### src/rtl/pcs_pkg.sv
// Constants and types shared by the PCS receive path: K28.5 comma codes,
// the symbol-sync state encoding and the lock/unlock thresholds.
package pcs_pkg;

  localparam logic [9:0] K28_5_RDN = 10'h17C;
  localparam logic [9:0] K28_5_RDP = 10'h283;

  typedef enum logic [1:0] {
    ST_UNLOCKED = 2'd0,
    ST_CHECK    = 2'd1,
    ST_LOCKED   = 2'd2
  } sync_state_t;

  localparam logic [1:0] GOOD_THRESH  = 2'd3;
  localparam logic [2:0] ERR_THRESH   = 3'd4;
  localparam logic [5:0] WORD_TIMEOUT = 6'd63;

  function automatic logic is_k28_5(input logic [9:0] sym);
    return (sym == K28_5_RDN) || (sym == K28_5_RDP);
  endfunction

endpackage

### src/rtl/rx_comma_detect.sv
// Combinational K28.5 matcher on a 10-bit window (bit0 = first received bit).
module rx_comma_detect
  import pcs_pkg::*;
(
  input  logic [9:0] i_sym,
  output logic       o_match
);

  assign o_match = is_k28_5(i_sym);

endmodule

### src/rtl/rx_word_aligner.sv
// Serial-to-10b word aligner: shifts in recovered bits, realigns on K28.5
// commas and tracks symbol lock with a good/error/timeout sync machine.
module rx_word_aligner
  import pcs_pkg::*;
(
  input  logic       CLK_5G,
  input  logic       RST_n,
  input  logic       Serial_In,
  input  logic       Align_En,
  output logic [9:0] Collected_Data,
  output logic       Word_Valid,
  output logic       Comma_Det,
  output logic       Symbol_Lock
);

  logic [9:0]  r_sr;
  logic [3:0]  r_bcnt;
  logic [9:0]  r_data;
  logic        r_valid;
  logic        r_comma;
  logic        r_lock;

  sync_state_t r_state;
  sync_state_t w_state_next;
  logic [1:0]  r_gcnt, w_gcnt_next, w_gcnt_inc;
  logic [2:0]  r_ecnt, w_ecnt_next, w_ecnt_inc;
  logic [5:0]  r_wcnt, w_wcnt_next, w_wcnt_inc;

  logic        w_match;
  logic        w_boundary;
  logic        w_aligned;
  logic        w_misaligned;
  logic        w_realign;
  logic        w_load;

  rx_comma_detect u_comma_detect (
    .i_sym   (r_sr),
    .o_match (w_match)
  );

  assign w_boundary   = (r_bcnt == 4'd9);
  assign w_aligned    = w_match & w_boundary;
  assign w_misaligned = w_match & ~w_boundary;
  assign w_load       = w_boundary | w_realign;

  assign w_gcnt_inc = r_gcnt + 2'd1;
  assign w_ecnt_inc = r_ecnt + 3'd1;
  assign w_wcnt_inc = r_wcnt + 6'd1;

  always_ff @(posedge CLK_5G or negedge RST_n) begin
    if (!RST_n) begin
      r_state <= ST_UNLOCKED;
    end else begin
      r_state <= w_state_next;
    end
  end

  // With Align_En low everything below keeps its default, i.e. holds.
  always_comb begin
    w_state_next = r_state;
    w_gcnt_next  = r_gcnt;
    w_ecnt_next  = r_ecnt;
    w_wcnt_next  = r_wcnt;
    w_realign    = 1'b0;
    if (Align_En) begin
      case (r_state)
        ST_UNLOCKED: begin
          if (w_match) begin
            w_realign    = 1'b1;
            w_gcnt_next  = 2'd1;
            w_wcnt_next  = 6'd0;
            w_state_next = ST_CHECK;
          end
        end
        ST_CHECK: begin
          if (w_aligned) begin
            w_wcnt_next = 6'd0;
            w_gcnt_next = w_gcnt_inc;
            if (w_gcnt_inc == GOOD_THRESH) begin
              w_ecnt_next  = 3'd0;
              w_state_next = ST_LOCKED;
            end
          end else if (w_misaligned) begin
            w_realign   = 1'b1;
            w_gcnt_next = 2'd1;
            w_wcnt_next = 6'd0;
          end else if (w_boundary) begin
            w_wcnt_next = w_wcnt_inc;
            if (w_wcnt_inc == WORD_TIMEOUT) begin
              w_wcnt_next  = 6'd0;
              w_gcnt_next  = 2'd0;
              w_state_next = ST_UNLOCKED;
            end
          end
        end
        ST_LOCKED: begin
          // Once locked, stray commas are counted as errors, never realigned on.
          if (w_misaligned) begin
            w_ecnt_next = w_ecnt_inc;
            if (w_ecnt_inc == ERR_THRESH) begin
              w_ecnt_next  = 3'd0;
              w_gcnt_next  = 2'd0;
              w_state_next = ST_UNLOCKED;
            end
          end else if (w_aligned) begin
            w_ecnt_next = 3'd0;
          end
        end
        default: begin
          w_state_next = ST_UNLOCKED;
        end
      endcase
    end
  end

  always_ff @(posedge CLK_5G or negedge RST_n) begin
    if (!RST_n) begin
      r_sr    <= 10'h000;
      r_bcnt  <= 4'd0;
      r_gcnt  <= 2'd0;
      r_ecnt  <= 3'd0;
      r_wcnt  <= 6'd0;
      r_data  <= 10'h000;
      r_valid <= 1'b0;
      r_comma <= 1'b0;
      r_lock  <= 1'b0;
    end else begin
      r_sr    <= {Serial_In, r_sr[9:1]};
      r_bcnt  <= w_load ? 4'd0 : r_bcnt + 4'd1;
      r_gcnt  <= w_gcnt_next;
      r_ecnt  <= w_ecnt_next;
      r_wcnt  <= w_wcnt_next;
      r_valid <= w_load;
      r_comma <= w_load & w_match;
      r_lock  <= (w_state_next == ST_LOCKED);
      if (w_load) begin
        r_data <= r_sr;
      end
    end
  end

  assign Collected_Data = r_data;
  assign Word_Valid     = r_valid;
  assign Comma_Det      = r_comma;
  assign Symbol_Lock    = r_lock;

endmodule
### config.mk
export PLATFORM = sky130hd
export DESIGN_NAME = rx_word_aligner
export DESIGN_NICKNAME = d
export VERILOG_FILES = /design/src/rtl/pcs_pkg.sv /design/src/rtl/rx_comma_detect.sv /design/src/rtl/rx_word_aligner.sv
export SDC_FILE = /design/constraint.sdc
export NUM_CORES = 1
export LEC_CHECK = 0
export CORE_ASPECT_RATIO = 1.75
export CORE_MARGIN = 2
export CORE_UTILIZATION = 55
export CTS_CLUSTER_DIAMETER = 150
export DETAILED_ROUTE_END_ITERATION = 6
export HOLD_SLACK_MARGIN = 0.12
export PLACE_DENSITY = 0.74
export SYNTH_ARGS = -nofsm -noshare
export SYNTH_HDL_FRONTEND = slang
export SYNTH_SLANG_ARGS = --single-unit
### constraint.sdc
create_clock -name CLK_5G -period 2.7 [get_ports CLK_5G]
set_input_delay 0.54 -clock CLK_5G [delete_from_list [all_inputs] [get_ports CLK_5G]]
set_output_delay 0.54 -clock CLK_5G [all_outputs]
set_load 0.01 [all_outputs]
==> qor.txt, run 1 <==
top_reg_cell synth: dfrtp_1
post-DP HPWL: 2410 um
Final Max Tran Viols: 0
routed wire length: 3310 um
CP cell instances: or4b_1 -> or4_4 -> a21oi_2 -> or2_1 -> buf_4 -> mux2_2
Cell Rows: 27
vias per cell: 5.88
critical path's top delay family: simple AND/OR/NAND/NOR gates
cts bufs inserted: 5
root cell of the clock tree: clkbuf_8
DR WL/cell: 15.3 um
Hold-fix buffers, CTS: 0
Post-route DRC: 0
NumNets Final: 183
kind of critical path: flop to flop
Leak Pwr: 0.972 nW
antenna viol nets, final: 0
layout cells sized above 1: 0.168
die height: 80.5 um
# H-tree levels: 2
ys async rst share: 1.00
Die X: 47.7 um
WP data arrival: 2.52 ns
initial antenna violation count: 0
setup_tns: 0 ns
Ports: 17
largest fanout on the critical path: 11
die area: 0.00384 mm^2
Yosys reg bits: 40
dpl cells: 208
Via Count: 1270
Worst slew margin: 0.421
skew final: 0.00429 ns
RSZ-0062 raised after global routing: no
clock sink total: 40
pin count of the biggest net entering global routing: 41
CTS tree: done
most frequent cells in the layout: dfrtp_1, clkdlybuf4s50_1, nand2_1, inv_1
GRT Overall Usage: 0.205
iteration count of the initial detailed-routing pass: 4
Slew @ Worst Pin: 0.869 ns
Syn Inst Count: 150
outcome: completed
crit start category: flop
grt ovf: 0
Final min period: 2.35 ns
setup violators final: 0
PwrDens: 833 mW/mm^2
1st-iter DRT viols: 22
Crit path largest cell delay: 0.53 ns
Filler Cell Count: 264
Mapped Nets: 161
CTS-repair resized insts: 0
Ant. Diodes: 0
Starting Density: 0.579
CTS max path bufs: 2
Syn Area/Cell: 12.3 um^2
number of synthesized flops with an enable pin: 0
number of global-route vias before repair: 1308
core area: 0.00318 mm^2
period utilization: 0.872
Post-Layout Cell Count: 216
post-synthesis sequential area ratio: 0.545
max cap viols: 0
synth warn: 0
final hold vios: 0
routability congestion estimate from global placement: 0.743
Clk Latency, worst-skew pair: 0.28 ns
utilization after layout: 0.679
Setup Fix Bufs, Post-CTS: 0
commonest non-fill, non-tap cell in the layout: dfrtp_1
synthesis-to-layout area growth: 17.3%
Worst Hold Class: input port to async pin
required time worst endpoint: 2.87 ns
synthesized area: 0.00184 mm^2
CP Buf/Inv Count: 1
peak supply drop: 0.581 mV
Critical Path Sink Type: flop
first-pass GRT wire length: 5600 um
Slowest-stage cell, CP: or4b_1
Clock transition at path regs: 0.07 ns
PortBufs: 16
fmax: 425 MHz
Netlist cell types: 43
[cell usage after synthesis (3+ instances only)]
master     instances  area (um^2)
ha_1               7         87.6
nor3_1             3         15.0
mux2_2             6         67.6
xor2_1             3         26.3
nor2_1             7         26.3
dfrtp_1           40         1000
nor4_1             3         18.8
mux2_4             5         75.1
nand2_1           11         41.3
nand3_1            6         30.0
a2111oi_0          3         26.3
nand2b_1           3         18.8
o21ai_0            3         15.0
a21o_1             4         30.0
inv_1              9         33.8
[worst paths after layout]
path                              start                end  slack, ns  cells after the start
worst max-delay path            r_sr[5]  Collected_Data[0]       0.35                      6
worst min-delay path              RST_n          r_ecnt[2]       0.37                      1
worst max register to register  r_sr[5]  Collected_Data[0]       0.35                      6
worst min register to register  r_sr[1]            r_sr[0]       0.42                      0
max in group asynchronous         RST_n            r_sr[1]       1.79                      1
min in group CLK_5G             r_sr[1]            r_sr[0]       0.42                      0
[worst reg2reg max path: stages, from the launching register on]
cell     delay (ns)
dfrtp_1        0.41
or4b_1         0.53
or4_4          0.46
a21oi_2        0.16
or2_1          0.11
buf_4          0.21
mux2_2         0.36
[metrics by stage]
step | instance area [um^2] | total power [mW] | worst slack [ns] | hold slack [ns]
after floorplan | 1840 | 1.06 | 0.364 | 0.244
final | 2160 | 1.80 | 0.347 | 0.372
after global routing | 2160 | 1.90 | 0.247 | 0.432
after global placement | 2030 | 1.27 | 0.433 | 0.390
after CTS | 2160 | 1.83 | 0.345 | 0.387
after detailed placement | 2030 | 1.30 | 0.351 | 0.409
[area by class of cell]
| cell class | instances | area (um^2) | area share |
|---|---|---|---|
| inverters | 9 | 33.8 | 0.0157 |
| flip-flops and latches | 40 | 1000 | 0.464 |
| clock buffers | 7 | 96.3 | 0.0447 |
| clock inverters | 1 | 30.0 | 0.0139 |
| multi-input cells | 97 | 763 | 0.354 |
| repair buffers | 19 | 178 | 0.0824 |
| well taps | 43 | 53.8 | 0.0250 |
[report_power, final]
part	switching [mW]	internal [mW]
Clock	0.193	0.326
Combinational	0.164	0.278
Sequential	0.0996	0.735
Total	0.457	1.34
[state kept, by name (all words and copies together), names as in the netlist]
name and count:
r_sr 10, r_ecnt 3, Comma_Det 1, r_state 2
r_bcnt 4, Word_Valid 1, Collected_Data 10, r_gcnt 2
Symbol_Lock 1, r_wcnt 6
[logic make-up after synthesis]
| family | Yosys count | share of synthesized area |
|---|---|---|
| and+or+nand+nor | 48 | 0.145 |
| DFF | 40 | 0.545 |
| AOI/OAI and AO/OA | 27 | 0.126 |
| buffers and inverters | 13 | 0.0402 |
| muxes | 11 | 0.0776 |
| adders and majority gates | 7 | 0.0476 |
| xor gates and xnor gates | 4 | 0.0191 |
[metal layers]
| layer | routed length (um) | GRT usage | part of all wire | vias to the layer above |
|---|---|---|---|---|
| li1 | - | - | - | 587 |
| met1 | 1230 | 0.213 | 0.37 | 640 |
| met2 | 1830 | 0.352 | 0.55 | 31 |
| met3 | 130 | 0.0607 | 0.039 | 12 |
| met4 | 112 | 0.0973 | 0.034 | 0 |
| met5 | 0 | 0 | 0 | - |
Power figures use the tool's default switching activity.
==> run 2, diff against run 1 <==
--- a/config.mk
+++ b/config.mk
@@ -5,6 +5,7 @@
 export SDC_FILE = /design/constraint.sdc
 export NUM_CORES = 1
 export LEC_CHECK = 0
+export CAP_MARGIN = 20
 export CORE_ASPECT_RATIO = 1.75
 export CORE_MARGIN = 2
 export CORE_UTILIZATION = 55
==> results of run 2 <==
Same layout as run 1: the final DEF is identical, and so are final timing and power.
==> run 3, diff against run 2 <==
--- a/config.mk
+++ b/config.mk
@@ -5,7 +5,7 @@
 export SDC_FILE = /design/constraint.sdc
 export NUM_CORES = 1
 export LEC_CHECK = 0
-export CAP_MARGIN = 20
+export ABC_CLOCK_PERIOD_IN_PS = 2700
 export CORE_ASPECT_RATIO = 1.75
 export CORE_MARGIN = 2
 export CORE_UTILIZATION = 55
==> results of run 3 <==
Same layout as run 1: the final DEF is identical, and so are final timing and power.
